<file path="config.mk">
export PLATFORM = sky130hd
export DESIGN_NAME = spi_flash_xip
export DESIGN_NICKNAME = d
export VERILOG_FILES = /design/src/rtl/spi_flash_xip.sv
export SDC_FILE = /design/constraint.sdc
export NUM_CORES = 1
export LEC_CHECK = 0
export ABC_AREA = 1
export BUFFER_PORTS_ARGS = -buffer_cell sky130_fd_sc_hd__buf_2
export CAP_MARGIN = 40
export CORE_MARGIN = 1
export CORE_UTILIZATION = 60
export DETAILED_ROUTE_END_ITERATION = 10
export PLACE_DENSITY_LB_ADDON = 0.25
export SLEW_MARGIN = 10
export SYNTH_ARGS = -nofsm -noshare
export SYNTH_HDL_FRONTEND = slang
export SYNTH_SLANG_ARGS = --single-unit
export TNS_END_PERCENT = 5
</file>
<file path="constraint.sdc">
create_clock -name sys_clk -period 16.35 [get_ports sys_clk]
set_clock_uncertainty 0.2 [all_clocks]
set_input_delay 1.635 -clock sys_clk [delete_from_list [all_inputs] [get_ports sys_clk]]
set_output_delay 1.635 -clock sys_clk [all_outputs]
set_load 0.02 [all_outputs]
</file>
<file path="src/rtl/spi_flash_xip.sv">
// Wishbone classic slave that reads and writes a SPI NOR flash (mode 0).
// Sequential reads keep CS low and continue the burst without a new header.
module spi_flash_xip #(
    parameter int         CLK_DIV   = 2,
    parameter int         ADDR_BITS = 24,
    parameter logic [7:0] READ_CMD  = 8'h03,
    parameter int         HOLD_MAX  = 16
) (
    input  logic        sys_clk,
    input  logic        sys_rst,
    input  logic [31:0] adr_i,
    input  logic [31:0] dat_i,
    output logic [31:0] dat_o,
    input  logic [3:0]  sel_i,
    input  logic        stb_i,
    input  logic        cyc_i,
    input  logic        we_i,
    output logic        ack_o,
    output logic        spi_cs_n,
    output logic        spi_clk,
    output logic        spi_mosi,
    input  logic        spi_miso
);

    localparam logic [2:0] S_IDLE  = 3'd0;
    localparam logic [2:0] S_DESEL = 3'd1;
    localparam logic [2:0] S_CMD   = 3'd2;
    localparam logic [2:0] S_ADDR  = 3'd3;
    localparam logic [2:0] S_DATA  = 3'd4;
    localparam logic [2:0] S_ACK   = 3'd5;
    localparam logic [2:0] S_HOLD  = 3'd6;

    localparam logic [7:0]  DIV_LAST  = 8'(CLK_DIV - 1);
    localparam logic [8:0]  GAP_LAST  = 9'(2 * CLK_DIV - 1);
    localparam logic [15:0] HOLD_LAST = 16'(HOLD_MAX - 1);
    localparam logic [5:0]  ABITS     = 6'(ADDR_BITS);

    logic [2:0]           state;
    logic [7:0]           div_cnt;
    logic [5:0]           bits_left;
    logic [31:0]          tx_sr;
    logic [31:0]          rx_sr;
    logic [7:0]           cmd_byte;
    logic [ADDR_BITS-1:0] addr;
    logic [ADDR_BITS-1:0] next_addr;
    logic [23:0]          wr_data;
    logic [1:0]           nbytes;
    logic                 rd;
    logic                 abort;
    logic [8:0]           cs_hi_cnt;
    logic [15:0]          hold_cnt;

    logic                 req;
    logic                 shifting;
    logic                 tick;
    logic                 rise;
    logic                 fall;
    logic                 last;
    logic                 done;
    logic                 good;
    logic                 cont;
    logic [ADDR_BITS-1:0] req_addr;
    logic [31:0]          addr_word;
    logic                 unused_bits;

    assign req      = stb_i & cyc_i;
    assign req_addr = {adr_i[ADDR_BITS-1:2], 2'b00};
    assign shifting = (state == S_CMD) || (state == S_ADDR)
                   || (state == S_DATA);
    assign tick     = shifting && (div_cnt == DIV_LAST);
    assign rise     = tick && !spi_clk;
    assign fall     = tick && spi_clk;
    assign last     = fall && (bits_left == 6'd1);
    assign good     = !abort && req;
    assign cont     = (state == S_HOLD) && req && !we_i
                   && (req_addr == next_addr);
    assign done     = last && ((state == S_DATA)
                   || (state == S_ADDR && !rd)
                   || (state == S_CMD && !rd && nbytes == 2'd0));
    // The second phase carries the address for reads, payload for writes.
    assign addr_word = rd ? (32'(addr) << (32 - ADDR_BITS))
                          : {wr_data, 8'h00};
    assign unused_bits = ^{sel_i, adr_i};

    always_ff @(posedge sys_clk or posedge sys_rst) begin
        if (sys_rst) begin
            state     <= S_IDLE;
            div_cnt   <= '0;
            bits_left <= '0;
            tx_sr     <= '0;
            rx_sr     <= '0;
            cmd_byte  <= '0;
            addr      <= '0;
            next_addr <= '0;
            wr_data   <= '0;
            nbytes    <= '0;
            rd        <= 1'b0;
            abort     <= 1'b0;
            cs_hi_cnt <= '0;
            hold_cnt  <= '0;
            dat_o     <= '0;
            ack_o     <= 1'b0;
            spi_cs_n  <= 1'b1;
            spi_clk   <= 1'b0;
            spi_mosi  <= 1'b0;
        end else begin
            ack_o   <= 1'b0;
            div_cnt <= (shifting && !tick) ? div_cnt + 8'd1 : '0;
            if (!spi_cs_n)
                cs_hi_cnt <= '0;
            else if (cs_hi_cnt != 9'h1ff)
                cs_hi_cnt <= cs_hi_cnt + 9'd1;
            if (shifting) begin
                if (tick)
                    spi_clk <= !spi_clk;
                if (rise)
                    rx_sr <= {rx_sr[30:0], spi_miso};
                if (fall && bits_left != 6'd1) begin
                    tx_sr     <= tx_sr << 1;
                    spi_mosi  <= tx_sr[30];
                    bits_left <= bits_left - 6'd1;
                end
                if (!req)
                    abort <= 1'b1;
            end
            unique case (state)
                S_IDLE, S_HOLD: begin
                    if (req) begin
                        rd       <= !we_i;
                        addr     <= req_addr;
                        cmd_byte <= we_i ? dat_i[31:24] : READ_CMD;
                        wr_data  <= dat_i[23:0];
                        nbytes   <= adr_i[3:2];
                        abort    <= 1'b0;
                        if (cont) begin
                            state     <= S_DATA;
                            tx_sr     <= '0;
                            spi_mosi  <= 1'b0;
                            bits_left <= 6'd32;
                        end else begin
                            state <= S_DESEL;
                        end
                    end else if (state == S_HOLD) begin
                        if (hold_cnt == HOLD_LAST) begin
                            spi_cs_n <= 1'b1;
                            state    <= S_IDLE;
                        end else begin
                            hold_cnt <= hold_cnt + 16'd1;
                        end
                    end
                end
                S_DESEL: begin
                    spi_cs_n <= 1'b1;
                    if (!req)
                        abort <= 1'b1;
                    if (spi_cs_n && cs_hi_cnt >= GAP_LAST) begin
                        spi_cs_n  <= 1'b0;
                        state     <= S_CMD;
                        tx_sr     <= {cmd_byte, 24'h0};
                        spi_mosi  <= cmd_byte[7];
                        bits_left <= 6'd8;
                    end
                end
                S_CMD: begin
                    if (last && !done) begin
                        state     <= S_ADDR;
                        tx_sr     <= addr_word;
                        spi_mosi  <= addr_word[31];
                        bits_left <= rd ? ABITS
                                        : {1'b0, nbytes, 3'b000};
                    end
                end
                S_ADDR: begin
                    if (last && !done) begin
                        state     <= S_DATA;
                        tx_sr     <= '0;
                        spi_mosi  <= 1'b0;
                        bits_left <= 6'd32;
                    end
                end
                S_DATA: begin
                end
                S_ACK: begin
                    hold_cnt <= '0;
                    state    <= (rd && !abort) ? S_HOLD : S_IDLE;
                end
                default: state <= S_IDLE;
            endcase
            if (done) begin
                state <= S_ACK;
                ack_o <= good;
                if (!rd || !good)
                    spi_cs_n <= 1'b1;
                if (rd && good) begin
                    dat_o <= {rx_sr[7:0], rx_sr[15:8],
                              rx_sr[23:16], rx_sr[31:24]};
                    next_addr <= addr + ADDR_BITS'(4);
                end
            end
        end
    end

endmodule

</file>
==> results of run 1 <==
final cells by class:
cell class              instances  area (µm²)  share of cell area
flip-flops and latches        219        5480               0.436
multi-input cells            1009        4680               0.372
clock buffers                  35         712              0.0567
inverters                     172         653              0.0520
repair buffers                104         623              0.0496
well taps                     229         287              0.0228
clock inverters                 8         130              0.0104
diodes                          1        2.50            0.000199
synthesized netlist by cell type:
cell                          n  area share
sky130_fd_sc_hd__o21ai_0    104       0.047
sky130_fd_sc_hd__a21oi_1     47       0.021
sky130_fd_sc_hd__clkinv_1     1     0.00034
sky130_fd_sc_hd__clkbuf_1    32       0.011
sky130_fd_sc_hd__o2111ai_1    6      0.0047
sky130_fd_sc_hd__nor2_2       3      0.0017
sky130_fd_sc_hd__a2111oi_0    1     0.00079
sky130_fd_sc_hd__o22ai_1      1     0.00057
sky130_fd_sc_hd__or2_2        5      0.0028
sky130_fd_sc_hd__and3_1       2      0.0011
sky130_fd_sc_hd__nand3b_1     4      0.0027
sky130_fd_sc_hd__inv_2        5      0.0017
sky130_fd_sc_hd__o31ai_1      5      0.0034
sky130_fd_sc_hd__xor2_1      25       0.020
sky130_fd_sc_hd__nor3b_1      3      0.0020
sky130_fd_sc_hd__buf_2       12      0.0054
sky130_fd_sc_hd__nand2_1    489        0.17
sky130_fd_sc_hd__nor2_4       2      0.0020
sky130_fd_sc_hd__mux2_2       1      0.0010
sky130_fd_sc_hd__o211ai_1     5      0.0034
sky130_fd_sc_hd__nor3_1      25       0.011
sky130_fd_sc_hd__ha_1         9       0.010
sky130_fd_sc_hd__nor2_1     154       0.052
sky130_fd_sc_hd__nand3_1     40       0.018
sky130_fd_sc_hd__buf_6        8      0.0081
sky130_fd_sc_hd__nand4_2      1      0.0011
sky130_fd_sc_hd__a31oi_1      1     0.00057
sky130_fd_sc_hd__nand2_2      1     0.00057
sky130_fd_sc_hd__nand4_1     21       0.012
sky130_fd_sc_hd__buf_1        1     0.00034
sky130_fd_sc_hd__inv_1      166       0.056
sky130_fd_sc_hd__o21bai_1     1     0.00068
sky130_fd_sc_hd__xnor2_1      5      0.0040
sky130_fd_sc_hd__dfrtp_1    218        0.49
sky130_fd_sc_hd__a21boi_0     7      0.0047
sky130_fd_sc_hd__nand3_2      1     0.00090
sky130_fd_sc_hd__dfstp_2      1      0.0024
sky130_fd_sc_hd__o21ai_1     17      0.0077
sky130_fd_sc_hd__o21ai_2     23       0.018
placed cells by master (no fill, tap or decap), types with 9 or more instances in the layout:
cell                        instances
sky130_fd_sc_hd__a21oi_1           47
sky130_fd_sc_hd__buf_2             95
sky130_fd_sc_hd__clkbuf_16         24
sky130_fd_sc_hd__dfrtp_1          218
sky130_fd_sc_hd__ha_1               9
sky130_fd_sc_hd__inv_1            165
sky130_fd_sc_hd__nand2_1          488
sky130_fd_sc_hd__nand3_1           40
sky130_fd_sc_hd__nand4_1           21
sky130_fd_sc_hd__nor2_1           154
sky130_fd_sc_hd__nor3_1            25
sky130_fd_sc_hd__o21ai_0          104
sky130_fd_sc_hd__o21ai_1           17
sky130_fd_sc_hd__o21ai_2           23
sky130_fd_sc_hd__xor2_1            25
sequential cells by signal, summed over array words and instances (netlist names), 3 cells and up:
signal     cells
cs_hi_cnt      9
rx_sr         32
tx_sr         31
bits_left      6
next_addr     22
cmd_byte       8
wr_data       24
addr          21
div_cnt        8
hold_cnt      16
dat_o         32
state          3
cells by family (layout without fill, tap and decap cells):
logic type,after synthesis,after routing,share of synthesized area
buffers and inverters,225,319,0.0830
AO/OA/AOI/OAI,218,218,0.113
AND/OR/NAND/NOR,751,751,0.274
adder cells (fa/ha/maj),9,9,0.0102
flip-flops,219,219,0.495
multiplexers,1,1,0.00102
other,0,1,0
XOR/XNOR,30,30,0.0237
worst max-delay path: cells and delay by family, from the launching register on:
family,cells,cell delay [ns]
AOI/OAI and AO/OA,1,0.09
buffers and inverters,4,1.82
DFF,1,0.73
and+or+nand+nor,5,0.82
report_power, final:
part           internal (W)  total [W]  leakage [nW]  switching, W
Sequential         0.000651   0.000765          2.85      0.000114
Combinational      0.000159   0.000513          3.13      0.000354
Clock              0.000349   0.000567         0.416      0.000218
Total               0.00116    0.00184          6.40      0.000685
through the flow:
stage,power (W),setup WS (ns),hold slack [ns],util
floorplan,0.00112,8.52,0.244,-
global placement,0.00125,12.20,0.257,0.644
detailed placement,0.00127,12.16,0.262,0.650
CTS,0.00184,12.61,0.277,0.697
global route,0.00196,12.30,0.295,0.697
finish,0.00184,12.58,0.272,0.697
worst paths after layout:
| kind | startpoint | to | slack, ns | cells past startpoint |
|---|---|---|---|---|
| setup / recovery | rd | dat_o[30] | 12.58 | 10 |
| hold / removal | dat_o[7] | dat_o[7] | 0.27 | 2 |
| setup reg to reg | rd | dat_o[30] | 12.58 | 10 |
| hold reg to reg | dat_o[7] | dat_o[7] | 0.27 | 2 |
| max in group asynchronous | sys_rst | div_cnt[6] | 13.65 | 5 |
| min in group asynchronous | sys_rst | dat_o[24] | 0.94 | 2 |
per-layer routing:
layer	GRT usage	vias to the layer above	routed length, µm
met4	0.0737	0	532
met2	0.457	268	12200
li1	-	4713	-
met1	0.403	4511	11600
met3	0.0508	42	1670
met5	0	-	0
==> results by stage, run 1 <==
Setup path:
- At the worst endpoint, the arrival time is roughly 4 ns.
- The type of the worst setup path is flip-flop to flip-flop.
- The delay contributed by the slowest stage of the critical path is 0.73 ns.
- The endpoint required time on the critical path is ~17 ns.
- The maximum fanout along the worst path is 45.
- The most numerous cell type found on the critical path is sky130_fd_sc_hd__nand2_1.
- STA classifies the critical path endpoint as a flip-flop.
- The critical path's slowest cell is sky130_fd_sc_hd__dfrtp_1.
- Walking the worst path, the cells encountered are buf_8 -> clkinv_1 -> nand3_1 -> nand2_1 -> nand4_2 -> nor2_4 -> inv_2 -> buf_4 -> nand2_1 -> o21ai_2.
- The launching element type of the critical path is a flip-flop.

Power:
- IR analysis of the VDD net gives a maximum drop of 0.105 mV.
- Summed over all cells, the static leakage comes to about 6.4 nW.
- In this run the power density over the cells is about 150 nW/µm².

Clock network:
- Once the clock tree was built, the resizer swapped 0 gates to a different size.
- TritonCTS built the clock tree.
- The clock passes through at most 3 buffers.
- Clock latency on the worst-skew pair, taken at its later pin, is 0.52 ns.
- The number of buffers inserted for hold repair after clock tree synthesis is 0.
- The total number of H-tree levels is 1.
- The number of buffers inserted during clock tree synthesis is 24.
- After clock tree synthesis, the clock-pin slew on the worst setup and hold paths is ~0.060 ns.
- The number of setup buffers added after CTS is 0.
- CTS placed an instance of sky130_fd_sc_hd__clkbuf_16 at the clock tree root.
- The clock net in this run drives a total of around 220 sinks.

Synthesis:
- The yosys synthesis warning count is 0.
- The synthesized netlist contains 39 unique library cells.
- The share of the Yosys chip area taken by registers is 0.495.
- Counting flops and latches in the post-synthesis netlist gives between 200 and 250.
- The mean cell area of the mapped netlist is ~7.6 µm².
- The number of instances in the synthesized netlist is about 1500.
- The net count after synthesis is 1536.
- The cell area that synthesis handed to floorplanning was about 11000 µm².

Flow run:
- Across the run, the number of max-cap violations was 0.

Detailed routing:
- The detail route stage leaves a number of antenna-violating nets equal to 0.
- For this block, the routed nets add up to roughly 26 mm of wire.
- Dividing the detail-routed via count by the number of cells gives 5.37.
- Detailed routing inserted a total of roughly 9500 vias.
- The detailed-router iteration count before antenna repair is 5.
- The average wire length per cell after detail routing is between 10 and 15 µm.
- For this run, design rule violations remaining after detail routing come to 0.
- The first routing iteration left a little over 700 violations.

Global routing:
- Entering global routing, the biggest net connects 83 pins.
- Across every metal layer, demand over resource in global routing totals 0.286.
- Global routing finished with a remaining overflow of 0.
- The initial antenna violation count is 1.
- The first-pass GRT wire length is 43.0 mm.
- The number of global-route vias before repair is 8972.

Floorplanning:
- The floorplan step defined a core boundary enclosing 18000 µm².
- The die covers 19000 µm².
- The initial core utilization is 0.614.
- The number of placement rows is 49.
- The I/O pin total is 110.
- The die extent in y is ~140 µm.
- The die extent in x is ~140 µm.

Finish:
- Of the cells placed in the final design, the portion with a size suffix greater than 1 is 0.122.
- The filler cells instantiated in the layout total 1473.
- Relative to the synthesized area, the layout overhead comes to 13.5%.
- The final standard cell count with taps included and fillers excluded is between 1500 and 2000.
- Once layout is done, the placed cells without fillers occupy approximately 13000 µm².
- The final layout contains approximately 1600 nets.

Timing:
- The number of failing hold endpoints at the final stage is 0.
- Setup violations remaining at the end of the flow were counted as 0.
- The achievable clock frequency is 266 MHz.
- The final count of pins violating max slew is 0.
- The minimum period implied by the final worst setup slack is ~3.8 ns.
- The ratio of final minimum period to clock period is 0.230.
- Setup repair after global routing left no endpoint under its margin.
- The summed negative setup slack over all endpoints is 0 ns.
- The worst-case headroom to the max-slew limit is 0.408.
- For the pin with the worst max-slew slack, the measured transition is roughly 0.9 ns.

Place:
- The number of port buffers is 95.
- The sum of net half-perimeters after detailed placement is about 18 mm.
- Including well taps, the total number of placed cells is ~1700.
- The global placer's final weighted congestion is a little under 1.
- The placed instance area is 11700 µm².

Min path:
- The worst min-delay path class is flip-flop to flip-flop.

Run status:
- The flow ran to the end, and the final reports show no timing, DRC or antenna violations.
Note: power is estimated with default switching activity, not from simulation.
==> inputs of run 2 (changes only) <==
Settings changed: ABC_AREA 1 to 0, CORE_UTILIZATION 60 to 59.
Clock period 16.35 ns to 3.9 ns, I/O delays scaled along.
==> run 2 against run 1 <==
Combinational power rose to 5.0 times the previous value. Worst hold slack got worse by 0.24 ns. Count of clock-buffer cells in the layout is 3 higher. Global-route usage rose by 0.82 points. First-iteration DRC count shrank 11%. Die area shrank 1.2%. Cell count is 21% lower. Power increased to 4.5 times the previous value. Clock power increased to 4.2 times the previous value. Sequential share of layout area down 0.99 points. Critical path type unchanged. Critical endpoint is now dat_o[10].
==> results by stage, run 2 <==
Run status:
- The flow ran to the end, and the final reports show no timing, DRC or antenna violations.

Power:
- The power per cell area is between 600 and 700 nW/µm².
- The overall power consumption is just over 0.008 W.
- The worst ir drop on vdd is approximately 0.45 mV.
- In this run the static leakage power is around 5.8 nW.

Synthesis:
- Summing every instance area after synthesis gives between 10000 and 15000 µm².
- The most repeated cell in the gate-level netlist after synthesis is sky130_fd_sc_hd__dfrtp_1.
- The number of library cell types mapped by synthesis is 65.
- The yosys synthesis warning count is 0.
- The share of synthesized flip-flops with an asynchronous set or reset is 1.00.
- The synthesized design contains about 220 register bits.
- The number of instances in the synthesized netlist is approximately 1000.
- Of the post-synthesis cell area, the dominant cell type holds 0.507.
- Counting flops with a built-in enable in the synthesized netlist gives 0.
- The sequential element share of the synthesized area is 0.509.
- Ranked by instance count, the synthesized netlist is headed by sky130_fd_sc_hd__dfrtp_1 (218), sky130_fd_sc_hd__nand2_1 (116), sky130_fd_sc_hd__mux2_2 (105).
- The mean cell area of the mapped netlist is 10.7 µm².
- Yosys attributes the largest share of cell area to sky130_fd_sc_hd__dfrtp_1 (51%), sky130_fd_sc_hd__mux2_2 (11%), sky130_fd_sc_hd__nand2_1 (4.0%).
- Counting every net in the synthesized netlist gives between 1000 and 1500.
- The cell type with the largest total area after synthesis is sky130_fd_sc_hd__dfrtp_1.
- The commonest register cell after synthesis is sky130_fd_sc_hd__dfrtp_1.

Detailed routing:
- The total length of routed met3 wires is 1.67 mm.
- In the routed layout, each cell is associated on average with a via count of 6.01.
- The first detailed-routing pass took 5 iterations.
- The detailed router put a total of approximately 11 mm of wire on met1.
- For this block, the initial DRC count from the detailed router was between 600 and 700.
- Once detail routing completed, the nets flagged for antenna violations numbered 0.
- For this run, design rule violations remaining after detail routing come to 0.
- The detailed route wirelength on metal2 is 13.0 mm.
- The total length of routed wires is 26.5 mm.
- The final route contains roughly 8400 vias.
- Dividing the detail-routed wire length by the instance count gives roughly 19 µm.
- After detailed routing, no signal wire sits above met4.

Clock network:
- Clock-pin slew was measured on the worst setup and hold paths at ~0.06 ns.
- The clock root buffer is sky130_fd_sc_hd__clkbuf_16.
- After clock tree synthesis, the repair step resized 0 gates.
- The total number of H-tree levels is 1.
- At the later pin of the worst-skew pair, clock insertion delay measures around 0.51 ns.
- The CTS tree is built.
- TritonCTS created 24 clock buffers.
- The clock passes through at most 3 buffers.
- The clock drives 219 sinks.

Timing:
- The number of failing hold endpoints at the final stage is 0.
- In the finished design, the share of the clock period the worst path needs comes to 0.779.
- The summed negative setup slack over all endpoints is 0 ns.
- The minimum period implied by the final worst setup slack is between 3 and 4 ns.
- Measured against its own limit, the worst slew margin works out to 0.496.
- Setup repair after global routing left no endpoint under its margin.
- Setup violations remaining at the end of the flow were counted as 0.
- The final count of pins violating max slew came to 0.
- The achievable clock frequency is between 300 and 400 MHz.
- The slew at the pin closest to its max-slew limit is around 0.75 ns.

Floorplanning:
- In this run the vertical extent of the chip is around 140 µm.
- During I/O placement, the number of pins put on the boundary was between 100 and 150.
- The floorplan has 49 rows.
- The die covers ~19000 µm².
- For this configuration, the core starts out at a cell density of 0.601.
- The die extent in x is around 140 µm.
- The core region area is 17900 µm².

Finish:
- The final non-filler cell area is roughly 13000 µm².
- Leaving out fill and tap cells, the most frequent cell in the layout is sky130_fd_sc_hd__dfrtp_1.
- Compared with the post-synthesis result, the final layout area differs by 19.5%.
- 0 antenna diodes ended up in the layout.
- Fill cells in the final layout number between 1000 and 1500.
- The final layout contains ~1200 nets.
- Of the cells placed in the final design, the portion with a size suffix greater than 1 is 0.236.
- The largest registers in the layout are dat_o (32), rx_sr (32), tx_sr (31).
- The library cells used most frequently in the layout, excluding fill and tap cells, are sky130_fd_sc_hd__dfrtp_1 (218), sky130_fd_sc_hd__nand2_1 (116), sky130_fd_sc_hd__mux2_2 (105).
- The core utilization of the finished layout is 0.718.

Global routing:
- Entering global routing, the biggest net connects 76 pins.
- The initial antenna violation count is 0.
- The first-pass GRT wire length is about 43 mm.
- The total congestion overflow is 0.
- In the global route stage, overall resource usage came out at 0.294.
- The number of global-route vias before repair was about 8300.

Setup path:
- The worst setup path is of the flip-flop to flip-flop kind.
- The startpoint of the worst register-to-register path is state[1].
- The maximum fanout along the worst path is between 70 and 80.
- The endpoint required time on the critical path is 4.09 ns.
- The launching element type of the critical path is a flip-flop.
- The category of the worst setup path capture point is a flip-flop.
- Data on the critical path arrives at its endpoint at roughly 3.2 ns.
- The most critical setup path has its startpoint at state[1].

Place:
- The placed instance area is between 10000 and 15000 µm².
- The sum of net half-perimeters after detailed placement is 15.7 mm.
- The number of port buffers is 95.
- The global placer's final weighted congestion is 0.850.

Min path:
- The startpoint of the worst hold path is we_i.
- The tightest min-delay check is of the input pin to flip-flop type.

Flow run:
- The max-capacitance violation count is 0.
## run 2: cells by family (layout without fill, tap and decap cells)
kind of cell | count (synthesis) | count (layout) | synth area share
simple gates | 345 | 345 | 0.161
flops | 219 | 219 | 0.509
compound gates | 180 | 180 | 0.112
mux | 121 | 121 | 0.125
buf+inv | 73 | 230 | 0.0305
xor+xnor | 63 | 63 | 0.0513
fa+ha+maj | 9 | 9 | 0.0105
## run 2: layout make-up
class,instances,area [µm²],share of cell area
inverter,16,63.8,0.00496
sequential,219,5480,0.426
clock buffer,38,744,0.0579
tap,229,287,0.0223
timing repair buffer,170,1230,0.0954
multi-input combinational,718,4970,0.387
clock inverter,6,83.8,0.00652
## run 2: stage by stage
stage,hold slack [ns],cells,setup slack (ns)
5_1_grt,0.0306,1396,0.659
4_1_cts,0.0138,1396,0.904
2_1_floorplan,0.239,1010,0.457
3_3_place_gp,0.249,1294,0.972
6_report,0.0293,1396,0.863
3_5_place_dp,0.258,1296,0.921
## run 2: repair_timing
item	4_1_cts	5_1_grt
endpoints found under the hold margin	214	0
buffers inserted	0	0
hold buffers	56	0
## run 2: final timing paths
| path | cells after the start | endpoint | slack, ns |
|---|---|---|---|
| max | 5 | dat_o[10] | 0.86 |
| min | 2 | rd | 0.03 |
| max reg2reg | 5 | dat_o[10] | 0.86 |
| min reg2reg | 2 | cmd_byte[3] | 0.28 |
| max in group asynchronous | 4 | tx_sr[4] | 2.43 |
| min in group asynchronous | 4 | dat_o[16] | 0.37 |
## run 2: power by group
group	switching [W]	internal (W)	total [W]
sequential	0.000551	0.00277	0.00332
clock	0.000918	0.00144	0.00236
combinational	0.00143	0.00112	0.00255
total	0.00290	0.00532	0.00822
## run 2: critical path, cell delays in order, from the launching register on
cell and delay (ns):
sky130_fd_sc_hd__dfrtp_1 0.62, sky130_fd_sc_hd__nor2b_1 0.68, sky130_fd_sc_hd__a21oi_1 0.27, sky130_fd_sc_hd__nor4_4 0.36, sky130_fd_sc_hd__buf_12 0.35, sky130_fd_sc_hd__mux2_2 0.39
## run 2: layer usage
layer	vias up	GRT usage
li1	3875	-
met1	4161	0.400
met2	282	0.472
met3	71	0.0515
met4	0	0.109
met5	-	0
==> inputs of run 3 (changes only) <==
Settings changed: CORE_UTILIZATION 59 to 54.
Clock period 3.9 ns to 2.6 ns, I/O delays scaled along.
==> run 3 against run 2 <==
Critical path depth unchanged. Non-clock buffer count up 35. Utilization decreased by 3.7 points. Cell count increased by 5.1%. Sequential share of layout area is 1.4 points lower. Register-to-register slack worse by 0.72 ns. Highest routed layer unchanged. First-iteration DRC count decreased by 21%. Clock power increased by 49%. Flip-flop and latch count is the same.
==> results by stage, run 3 (same netlist as run 2, synthesis figures left out) <==
Run status:
- The flow ran to the end, and the final reports show no timing, DRC or antenna violations.

Timing:
- The achievable clock frequency is approximately 410 MHz.
- Setup repair after global routing left no endpoint under its margin.
- The worst-case headroom to the max-slew limit is 0.482.
- The final number of setup-violating endpoints is 0.
- The worst path in the final design needs a cycle of 2.46 ns, including I/O delays and setup.
- Dividing the final minimum period by the clock period gives 0.946.
- The slew at the pin closest to its max-slew limit is a little under 0.8 ns.
- The number of failing hold endpoints at the final stage is 0.
- The final count of pins violating max slew is 0.
- Hold is met by about 0.13 ns.
- The summed negative setup slack over all endpoints is 0 ns.

Setup path:
- The delay contributed by the slowest stage of the critical path is 0.69 ns.
- Broken down by cell family, the worst path's largest delay share belongs to compound AO/OA/AOI/OAI gates.
- The number of cell instances on the worst register-to-register path is 5.
- The endpoint required time on the critical path is roughly 2.8 ns.
- In this run the number of cells on the critical path is 5.
- The endpoint of the lowest-slack register-to-register path is spi_mosi.
- The critical path buffer and inverter count is 1.
- On the critical path, the stage with the largest delay is an instance of sky130_fd_sc_hd__nor2b_1.
- The worst setup path is launched from a flip-flop.
- The critical path arrival is between 2 and 3 ns.
- The startpoint of the worst register-to-register path is spi_cs_n.
- The maximum fanout along the worst path is 9.
- The category of the worst setup path capture point is a flip-flop.
- The type of the worst setup path is flip-flop to flip-flop.
- The worst setup path startpoint is spi_cs_n.
- The capture point of the worst path is spi_mosi.
- In this run the register-to-register setup slack is ~0.14 ns.
- Walking the worst path, the cells encountered are clkinv_1 -> a31oi_1 -> nor2b_1 -> a22oi_1 -> o211ai_1.

Finish:
- In the final design database the tool counted ~1300 nets.
- The top cell types in the final layout, fill and taps aside, are sky130_fd_sc_hd__dfrtp_1 (217), sky130_fd_sc_hd__nand2_1 (116), sky130_fd_sc_hd__mux2_2 (105).
- The share of final-layout standard cells stronger than drive strength 1 is 0.253.
- The final standard cell count with taps included and fillers excluded is around 1500.
- The finished cells cover about 13000 µm².
- The largest registers in the layout are dat_o (32), rx_sr (32), tx_sr (31).
- The area growth from synthesis to final layout is 23.7%.
- The library cell used most frequently in the layout, excluding fill and tap cells, is sky130_fd_sc_hd__dfrtp_1.
- The number of antenna diodes in the final layout is 0.

Clock network:
- For the worst-skew pair, the clock arrives at the later sink with an insertion delay of around 0.54 ns.
- After clock tree synthesis, the clock-pin slew on the worst setup and hold paths is roughly 0.060 ns.
- The total number of H-tree levels is 1.
- Clock tree synthesis inserted a total of 25 buffers.
- TritonCTS built the clock tree.
- The clock sink total is about 220.
- No sink is reached through more buffers than the 3 on the longest clock path.
- The tree is rooted in a sky130_fd_sc_hd__clkbuf_16.

Power:
- Dividing total power by cell area gives a power density of ~950 nW/µm².
- IR analysis of the VDD net gives a maximum drop of just under 0.7 mV.
- The overall power consumption is 0.0126 W.
- The total leakage power is around 6 nW.

Detailed routing:
- The ratio of routed vias to standard cells is approximately 5.7.
- The number of remaining DRC errors is 0.
- The detailed-router iteration count before antenna repair is 5.
- The average wire length per cell after detail routing is 17.9 µm.
- The vias after detailed routing is about 8400.
- The number of design-rule violations left by the first detailed-router iteration is just over 500.
- The total length of routed wires is ~26 mm.
- Once detail routing completed, the nets flagged for antenna violations numbered 0.

Global routing:
- The layer with the highest usage after global routing is met2.
- Entering global routing, the biggest net connects 75 pins.
- The number of global-route vias before repair is 8307.
- The initial antenna violation count came to 0.
- In the global route stage, met3 resource usage came out at 0.0379.
- In the global route stage, met1 resource usage came out at 0.369.
- The first global-routing pass estimated around 42 mm of wire.
- For met2 alone, demand over resource in global routing was 0.412.
- The combined global-route utilization of all metal layers is 0.260.
- The total congestion overflow is 0.

Min path:
- The min-delay analysis places its worst path in the category input pin to flip-flop.

Floorplanning:
- For this configuration, the core starts out at a cell density of 0.551.
- In this run the core area contains between 50 and 60 standard-cell rows.
- The area of the die is around 20000 µm².
- The die extent in x is about 140 µm.
- The die extent in y is about 140 µm.
- In this run the standard cell core region covers 19500 µm².
- The I/O pin total is 110.

Place:
- The total placed cells including tap cells is about 1400.
- Summing all placed instances gives a cell area of approximately 12000 µm².
- Port buffering added 95 buffers.
- Detailed placement finished with a half-perimeter wire length of 16.1 mm.
- The global placer's final weighted congestion is ~0.90.

Flow run:
- The max-capacitance violation count is 0.
## run 3: cell types whose count changed in the layout (fill, tap and decap cells not counted), moves of 2 or more
cell,change
sky130_fd_sc_hd__clkbuf_1,-2
sky130_fd_sc_hd__clkbuf_8,-2
sky130_fd_sc_hd__buf_6,+3
sky130_fd_sc_hd__buf_12,+5
sky130_fd_sc_hd__buf_4,+17
sky130_fd_sc_hd__clkbuf_16,+2
sky130_fd_sc_hd__dlygate4sd3_1,+10
sky130_fd_sc_hd__clkinv_2,+3
## run 3: through the flow
stage	setup slack (ns)	util
after CTS	0.0179	0.678
after floorplan	-0.713	-
final	0.139	0.681
after global placement	0.0795	0.601
after global routing	0.00711	0.681
after detailed placement	0.0457	0.601
## run 3: what timing repair did
item / CTS / global route
buffers inserted: 0 / 2
hold buffers: 66 / 0
setup endpoints to repair: 0 / 63
endpoints found under the hold margin: 274 / 0
gates resized for setup: 0 / 5
## run 3: metal layers
layer / part of all wire / vias to the layer above
li1: - / 3939
met1: 0.45 / 4156
met2: 0.47 / 256
met3: 0.049 / 63
met4: 0.031 / 0
met5: 0 / -
## run 3: layout make-up
type                       instances  area [µm²]
fill                            1471        6220
sequential                       219        5480
multi-input combinational        718        4990
timing repair buffer             205        1610
clock buffer                      34         709
tap                              265         332
clock inverter                    10         118
inverter                          16        63.8
## run 3: worst min-delay path by stage
stage	startpoint	endpoint	cells past startpoint
global route	cyc_i	ack_o	3
global placement	sys_rst	hold_cnt[6]	2
CTS	cyc_i	ack_o	3
detailed placement	sys_rst	hold_cnt[6]	2
finish	cyc_i	ack_o	3
floorplan	adr_i[10]	addr[10]	2
## run 3: worst register-to-register path, cell delays in order, from the launching register on
cell and delay, ns:
sky130_fd_sc_hd__dfstp_2 0.61, sky130_fd_sc_hd__clkinv_1 0.11, sky130_fd_sc_hd__a31oi_1 0.35, sky130_fd_sc_hd__nor2b_1 0.69, sky130_fd_sc_hd__a22oi_1 0.27, sky130_fd_sc_hd__o211ai_1 0.14
## run 3: power by group
group | internal, W | switching [W] | total [W] | leakage (nW)
Combinational | 0.00194 | 0.00232 | 0.00426 | 2.71
Clock | 0.00211 | 0.00140 | 0.00351 | 0.410
Sequential | 0.00416 | 0.000688 | 0.00484 | 2.89
Total | 0.00820 | 0.00441 | 0.0126 | 6.00
